## src/rtl/hazard_flush_ctrl.sv

```systemverilog
// hazard_flush_ctrl: hazard / flush controller with a 2-bit saturating branch
// predictor. Detects load-use and branch-mispredict hazards and drives the
// PC / IF-ID write enables, the IF-ID / ID-EX flushes and the active-low
// decoder bubble (ctrl_flush).
// Optional feature macro: BRPRED_STATS_EN adds saturating br_cnt and
// mispred_cnt statistics outputs of width CNT_W.
module hazard_flush_ctrl #(
  parameter logic [1:0]  PRED_INIT = 2'b01,
  parameter int unsigned CNT_W     = 16
) (
  input  logic             clk,
  input  logic             rst,
  input  logic             stall_mem,
  input  logic [1:0]       id_branch,
  input  logic             id_jump,
  input  logic [4:0]       id_rs,
  input  logic [4:0]       id_rt,
  input  logic             ex_memread,
  input  logic [4:0]       ex_rt,
  input  logic             ex_branch_valid,
  input  logic             ex_branch_taken,
  input  logic             ex_pred_taken,
  output logic             pred_taken,
  output logic             ctrl_flush,
  output logic             pc_we,
  output logic             ifid_we,
  output logic             ifid_flush,
  output logic             idex_flush
`ifdef BRPRED_STATS_EN
  ,
  output logic [CNT_W-1:0] br_cnt,
  output logic [CNT_W-1:0] mispred_cnt
`endif
);

  typedef enum logic [1:0] {
    SNT = 2'b00,
    WNT = 2'b01,
    WT  = 2'b10,
    ST  = 2'b11
  } pred_e;

  pred_e pstate;
  pred_e pstate_next;
  logic  update;
  logic  mispred;
  logic  lduse;

  // A resolved branch trains the predictor only when the pipe is not frozen.
  assign update  = ex_branch_valid & ~stall_mem;
  assign mispred = ex_branch_valid & (ex_branch_taken ^ ex_pred_taken);
  assign lduse   = ex_memread & (ex_rt != 5'd0) &
                   ((ex_rt == id_rs) | (ex_rt == id_rt));

  // Prediction uses the registered state; a same-cycle update is not bypassed.
  assign pred_taken = pstate[1] & (id_branch != 2'b00);

  // Predictor state register.
  always_ff @(posedge clk) begin
    if (rst) pstate <= pred_e'(PRED_INIT);
    else     pstate <= pstate_next;
  end

  // Predictor next state: saturating up on taken, down on not taken.
  always_comb begin
    pstate_next = pstate;
    if (update) begin
      if (ex_branch_taken) begin
        unique case (pstate)
          SNT: pstate_next = WNT;
          WNT: pstate_next = WT;
          WT:  pstate_next = ST;
          ST:  pstate_next = ST;
        endcase
      end else begin
        unique case (pstate)
          SNT: pstate_next = SNT;
          WNT: pstate_next = SNT;
          WT:  pstate_next = WNT;
          ST:  pstate_next = WT;
        endcase
      end
    end
  end

  // Output priority: reset, memory stall, mispredict, load-use, redirect, normal.
  always_comb begin
    ctrl_flush = 1'b1;
    pc_we      = 1'b1;
    ifid_we    = 1'b1;
    ifid_flush = 1'b0;
    idex_flush = 1'b0;
    if (rst) begin
      ctrl_flush = 1'b0;
      pc_we      = 1'b0;
      ifid_we    = 1'b0;
      ifid_flush = 1'b1;
      idex_flush = 1'b1;
    end else if (stall_mem) begin
      pc_we   = 1'b0;
      ifid_we = 1'b0;
    end else if (mispred) begin
      ctrl_flush = 1'b0;
      ifid_flush = 1'b1;
      idex_flush = 1'b1;
    end else if (lduse) begin
      ctrl_flush = 1'b0;
      pc_we      = 1'b0;
      ifid_we    = 1'b0;
    end else if (id_jump | pred_taken) begin
      ifid_flush = 1'b1;
    end
  end

`ifdef BRPRED_STATS_EN
  // Statistics counters: saturate at all-ones, frozen by stall_mem.
  always_ff @(posedge clk) begin
    if (rst) begin
      br_cnt      <= '0;
      mispred_cnt <= '0;
    end else if (update) begin
      if (br_cnt != '1) br_cnt <= br_cnt + 1'b1;
      if (mispred && (mispred_cnt != '1)) mispred_cnt <= mispred_cnt + 1'b1;
    end
  end
`endif

endmodule

```

## config.mk

```make
export PLATFORM = sky130hd
export DESIGN_NAME = hazard_flush_ctrl
export DESIGN_NICKNAME = d
export VERILOG_FILES = /design/src/rtl/hazard_flush_ctrl.sv
export SDC_FILE = /design/constraint.sdc
export NUM_CORES = 1
export LEC_CHECK = 0
export ABC_AREA = 1
export BUFFER_PORTS_ARGS = -buffer_cell sky130_fd_sc_hd__buf_2
export CORE_AREA = 2 2 39 41
export DETAILED_ROUTE_END_ITERATION = 12
export DIE_AREA = 0 0 41 43
export GPL_TIMING_DRIVEN = 0
export PLACE_DENSITY = 0.67
export SYNTH_ARGS = -nofsm -noshare
export SYNTH_HDL_FRONTEND = slang
export SYNTH_SLANG_ARGS = --single-unit
```

## constraint.sdc

```tcl
create_clock -name clk -period 1 [get_ports clk]
set_clock_uncertainty 0.15 [all_clocks]
set_input_delay 0.1 -clock clk [delete_from_list [all_inputs] [get_ports clk]]
set_output_delay 0.1 -clock clk [all_outputs]
set_load 0.03 [all_outputs]
```

* Word level (Yosys, flattened, before mapping)
Index checks and enable logic that the tools add are counted.
Widths: inputs -> output; s select.
** Word-level totals
- Bits of input ports :: 25
- Register bits :: 2
- Output and inout bits :: 6
** Cells by class
- Mux-type cells :: 18
- Eq/ne operators :: 5
- Bitwise operators :: 9
- Reductions and logical operators :: 5
** Operators with widths (count)
- $mux 1 :: 15
- $pmux 2 s3 :: 2
- $eq 5x5->1 :: 2
- $and 1x1->1 :: 5
- $reduce_bool 5->1 :: 1
- $eq 2x2->1 const B :: 2
- $reduce_or 2->1 :: 2
- $eq 2x1->1 const B :: 1
- $logic_not 2->1 :: 1
- $mux 2 :: 1
- $or 1x1->1 :: 2
- $reduce_bool 2->1 :: 1
- $not 1->1 :: 1
- $xor 1x1->1 :: 1

* Longest topological paths before layout
Gate-level depths: netlist of run 1.
- Depth in word-level cells :: 8
- Gate-level depth with buffers :: 10
- Depth with buffers taken out :: 9

* Worst setup path before layout of run 1
Ideal clock, no wire load.
- Kind :: input-to-output
- Start point :: input ex_rt[3]
- End point :: output pc_we
- Slack :: -502 ps
- Required time :: 750 ps
- Stages :: 8
- Arrival time :: 1252 ps
- Buffers on the path :: 1
- Path through :: inv_2 -> nand4_1 -> o21ai_0 -> inv_1 -> nand3_1 -> nand2_1 -> nor2_1 -> buf_4
** Between the ends
- Longest elaborated chain between the ends :: 7
** Ends and longest elaborated chain
- start: declaration :: line 19 : input logic [4:0] ex_rt,
- $eq 5x5->1 or $reduce_bool 5->1 (tied branches) :: line 53, 52
- $or 1x1->1 or $and 1x1->1 (tied branches) :: line 53, 52
- $and 1x1->1 (*) :: line 52 : assign lduse = ex_memread & (ex_rt != 5'd0) &
- $mux 1 (*) (4 in a row)
- end: declaration :: line 25 : output logic pc_we,
Every way passes the cells marked *; elsewhere a longest branch is shown, timed or not.

* Worst setup path after layout of run 1
- Start point :: register pstate[1]
- End point :: output ifid_flush
** Between the ends
- Longest elaborated chain between the ends :: 7
** Ends and longest elaborated chain
- start: declaration :: line 43 : pred_e pstate;
- start signal: assignment :: line 60 : if (rst) pstate <= pred_e'(PRED_INIT);
- start signal: assignment :: line 61 : else pstate <= pstate_next;
- $and 1x1->1 :: line 56 : assign pred_taken = pstate[1] & (id_branch != 2'b00);
- $or 1x1->1 :: line 110 : end else if (id_jump | pred_taken) begin
- $mux 1 :: line 110
- $mux 1 :: line 106 : end else if (lduse) begin
- $mux 1 :: line 102 : end else if (mispred) begin
- $mux 1 :: line 99 : end else if (stall_mem) begin
- $mux 1 :: line 93 : if (rst) begin
- end: declaration :: line 27 : output logic ifid_flush,
Every way passes these cells.

==> results.cfg, run 1 <==
[route]
wl_per_cell_um = 8.55
route.vias.total = 559
drc = 0
via_per_inst = 4.30
ant_nets = 0
wl_mm = 1.11
dr.pass1.iters = 3
drtIter0Drc = 4

[yosys]
synth_area_um2 = 374
yosysMostFrequentCell = nand2_1
ys_ff_latch = 2
yosysTopAreaCell = nand2_1
synth_edf_count = 0
synth_area_leaders = nand2_1 32%, inv_1 11%, dfxtp_1 11%, nor2_1 10%, nand3_1 5.4%
synthCells = 78
syn_area_per_cell_um2 = 4.80
netlist.area_leader.share_pct = 32.1
ys.flop_type = dfxtp_1
yosysWarnings = 0
synthTopCellsByCount = 32 x nand2_1, 11 x inv_1, 10 x nor2_1
yosysUniqueCellTypes = 19
yosysSeqAreaShare_pct = 10.7
async_flop_share_pct = 0
synth_fp_nets = 103

[timing]
worstMarginPinSlew_ps = 178
post-route-period-util_pct = 132
fin_ws_ps = -317
final_hold_viol_count = 0
rsz0062_at_grt = yes
setup_viol = 7
min_period_ps = 1320
max-slew-margin-rel_pct = 88.1
max_freq_mhz = 759
finalMaxSlewViolations = 0
holdWs_ps = 38.7

[cts]
cts_buffers = 3
clk_latency_ps = 220
clock_path_buffers = 2
clkSinkCount = 2
cts_root_buf = clkbuf_4
htree_levels = 1
clk_pin_slew_ps = 30
cts_tree = built

[pwr]
p_int_mw = 0.380
swShare_pct = 35.5
clockPowerShare_pct = 30.1
powerDensity_nw_per_um2 = 743
p_seq_share_pct = 15.5
ir_drop_mv = 0.257
p_leak_nw = 0.450
p_sw_mw = 0.209
p_comb_share_pct = 54.4

[grt]
grt_first_pass_wirelength_mm = 1.68
overflow = 0
grt_usage_pct = 13.7
grt_antenna_before_repair = 0
grt_pass1_vias = 478
grt_max_degree = 5

[floorplan]
fp-row-count = 14
ios = 31
initial_core_util_pct = 27.0
coreArea_um2 = 1380
die_w_um = 41
die-area_um2 = 1760
die_h_um = 43

[setup_path]
crit_path_end_kind = output port
critPathLaunchType = register
arrival_ps = 1070
path_class = register to output port
path_max_fanout = 2
crit_required_ps = 750

[worst_hold_path]
hp-class = input pin to register

[final_layout]
top_regs = pstate (2)
n_fill_cell = 124
layout.area.seq_um2 = 41.3
largest_register_ff_count = 2
drive_above_1_share_pct = 56.1
multi_input_area_um2 = 349
largest-register = pstate
final_nets = 141
finalInstanceArea_um2 = 793
diodes = 0
area_growth_pct = 112
fin_cells = 130

[place]
portBuffers = 30
hpwl_um = 824
dp_cells = 124
gp_congestion = 0.759
post_dp_cell_area_um2 = 576

[status]
failed_checks = negative setup slack
outcome = finished, violations left

[run]
drv_cap = 0
[logic make-up (layout without fill, tap and decap cells)]
family,count (synthesis),after routing,share of synthesized area (%)
simple gates,48,48,50.8
buf+inv,18,54,19.1
compound gates,7,7,12.4
xor+xnor,3,3,7.02
flops,2,2,10.7
[layout by cell type, fill, tap and decap left out, drive strengths merged]
cell type and n:
inv 17, a21oi 1, dfxtp 2, a22oi 1, nor2 10, o21bai 1
nand4 1, o21ai 3, dlygate4sd3 1, xnor2 2, buf 33, nand3 4
clkbuf 3, o21a 1, nand2 33, xor2 1
[cell type report]
type / count / area share [%]
Multi-Input combinational cell: 58 / 44.0
Timing Repair Buffer: 33 / 35.3
Inverter: 17 / 8.68
Sequential cell: 2 / 5.21
Clock buffer: 3 / 2.84
Tap cell: 16 / 2.52
Buffer: 1 / 1.42
[critical path, stage by stage (launching register included)]
cell and delay [ps]:
dfxtp_2 320, o21a_4 120, nor2_2 80, nand2_1 50, nand3_1 70, nand2_2 60
buf_6 130
[stage by stage]
| stage | worst slack [ps] | TNS [ps] | total power [mW] | util [%] |
|---|---|---|---|---|
| after detailed placement | -416 | -1400 | 0.322 | 41.6 |
| after floorplan | -209 | -539 | 0.229 | - |
| after global routing | -385 | -1720 | 0.629 | 57.3 |
| after global placement | -406 | -1370 | 0.319 | 41.6 |
| after CTS | -313 | -1410 | 0.548 | 49.8 |
| final | -317 | -1300 | 0.589 | 57.3 |
[repair_timing]
item	4_1_cts	5_1_grt
hold endpoints to repair	1	0
hold buffers	1	0
pin swaps	7	10
resized for setup	19	29
setup endpoints to repair	6	8
setup buffers	2	0
[power groups by stage]
| stage | sequential (mW) | clock, mW | combinational, mW |
|---|---|---|---|
| 2_1_floorplan | 0.0904 | 0 | 0.139 |
| 3_3_place_gp | 0.0913 | 0 | 0.227 |
| 3_5_place_dp | 0.0916 | 0 | 0.230 |
| 4_1_cts | 0.0900 | 0.184 | 0.274 |
| 5_1_grt | 0.0916 | 0.187 | 0.350 |
| 6_report | 0.0913 | 0.177 | 0.320 |
[metal layers]
| metal | part of all wire (%) | wire [um] | GRT usage, % | up-vias |
|---|---|---|---|---|
| met5 | 0 | 0 | 0 | - |
| met4 | 1.3 | 14 | 8.00 | 0 |
| met3 | 6.0 | 67 | 3.14 | 3 |
| met2 | 56 | 624 | 22.5 | 20 |
| met1 | 36 | 404 | 14.9 | 232 |
| li1 | - | - | - | 304 |
[final timing paths]
| path | slack (ps) | depth (start not counted) | startpoint | to |
|---|---|---|---|---|
| min reg2reg | 410 | 3 | pstate[0]$_SDFFE_PP1P_ | pstate[0]$_SDFFE_PP1P_ |
| min | 40 | 3 | rst | pstate[0]$_SDFFE_PP1P_ |
| max | -320 | 6 | pstate[1]$_SDFFE_PP0P_ | ifid_flush |
| max reg2reg | -80 | 5 | pstate[1]$_SDFFE_PP0P_ | pstate[0]$_SDFFE_PP1P_ |
No activity file was read; power rests on OpenSTA's default activity.
==> run 2: changes to the inputs <==
- SKIP_CTS_REPAIR_TIMING: default -> 1
==> run 2 against run 1 <==
The run still ends with negative setup slack left. Via count grew 0.54%. Sequential power shrank 2%. Fmax shrank 0.84%. Critical path type unchanged. Largest cell class unchanged.
==> results.cfg, run 2 (synthesis results as in run 1) <==
[grt]
overflow = 0
grt_usage_pct = 12.5
grt_max_degree = 5
grt_first_pass_wirelength_mm = 1.54
grt_antenna_before_repair = 0
grt_pass1_vias = 440

[final_layout]
final_util_pct = 53.4
final_common_cell = nand2_1
area_growth_pct = 97.7
layout_common_cells = 26 x nand2_1, 20 x buf_2, 10 x inv_1, 10 x buf_6
top_regs = pstate (2)
diodes = 0
n_fill_cell = 143
largest_register_ff_count = 2
largest-register = pstate
final_nets = 140
drive_above_1_share_pct = 52.2

[setup_path]
arrival_ps = 1080
reg2reg_depth = 5
critPathLaunchType = register
path_max_fanout = 3
r2r_setup_slack_ps = -110
timing.rr.start = pstate[1]$_SDFFE_PP0P_
r2r-end = pstate[0]$_SDFFE_PP1P_
crit_path_end_kind = output port
path_class = register to output port
crit_required_ps = 750

[cts]
clock_path_buffers = 2
clkSinkCount = 2
cts_buffers = 3
htree_levels = 1
clk_latency_ps = 230
cts_tree = built
cts_root_buf = clkbuf_4
clk_pin_slew_ps = 30

[timing]
min_period_ps = 1330
rsz0062_at_grt = yes
worstMarginPinSlew_ps = 187
setup_viol = 8
finalMaxSlewViolations = 0
post-route-period-util_pct = 133
max-slew-margin-rel_pct = 87.5
final_hold_viol_count = 0
fin_ws_ps = -328
holdWs_ps = 45.3
max_freq_mhz = 753

[worst_hold_path]
min_path_cells = 3
worstHoldStart = rst
holdPathEnd = pstate[0]$_SDFFE_PP1P_
hp-class = input pin to register

[floorplan]
die_h_um = 43
die-area_um2 = 1760
die_w_um = 41
initial_core_util_pct = 27.0
fp-row-count = 14
coreArea_um2 = 1380
ios = 31

[place]
hpwl_um = 824
portBuffers = 30
gp_congestion = 0.759

[pwr]
finalPower_mw = 0.564
p_leak_nw = 0.434
powerDensity_nw_per_um2 = 763
ir_drop_mv = 0.239

[route]
ant_nets = 0
wl_per_cell_um = 8.81
via_per_inst = 4.36
drtIter0Drc = 5
dr.pass1.iters = 2
drc = 0
wl_mm = 1.14
route.vias.total = 562

[status]
outcome = finished, violations left
failed_checks = negative setup slack

[run]
drv_cap = 0
## run 2: how the worst max path moves through the flow
stage                                 startpoint  slack (ps)    endpoint
after floorplan                         ex_rt[3]        -210       pc_we
after global placement                  ex_rt[0]        -410       pc_we
after detailed placement                ex_rt[0]        -420       pc_we
after CTS                               ex_rt[0]        -420       pc_we
after global routing                    id_rt[0]        -390       pc_we
final                     pstate[1]$_SDFFE_PP0P_        -330  ifid_flush
## run 2: worst max-delay path: stages, from the launching register on
cell and delay, ps:
dfxtp_4 340, o21a_4 130, nor2_4 70, nand2_1 60, nand3_2 60, nand2_2 50, buf_6 130
## run 2: area by class of cell
cell class / instances / area (um^2) / area share (%)
multi-input cells: 58 / 333 / 45.0
clock buffers: 3 / 22.5 / 3.05
plain buffers: 1 / 11.3 / 1.52
well taps: 16 / 20.0 / 2.71
flip-flops and latches: 2 / 43.8 / 5.92
inverters: 17 / 67.6 / 9.14
repair buffers: 32 / 241 / 32.7
## run 2: power breakdown
part | switching [mW] | leakage [nW] | internal, mW | total (mW)
logic | 0.153 | 0.403 | 0.144 | 0.297
registers | 0.00503 | 0.0172 | 0.0844 | 0.0894
clock network | 0.0456 | 0.0138 | 0.132 | 0.178
total | 0.203 | 0.434 | 0.361 | 0.564
## run 2: routing by layer
layer / wire [um] / GRT usage [%] / vias up
met3: 68 / 3.14 / 3
li1: - / - / 303
met2: 616 / 19.4 / 20
met5: 0 / 0 / -
met1: 432 / 14.3 / 236
met4: 19 / 8.00 / 0
## run 2: per-stage QoR
stage               worst slack, ps  instance area [um^2]  setup TNS [ps]  cells
floorplan                      -209                   405            -539     78
global placement               -406                   576           -1370    124
detailed placement             -416                   576           -1400    124
CTS                            -417                   598           -1650    127
global route                   -390                   739           -1850    129
finish                         -328                   739           -1450    129
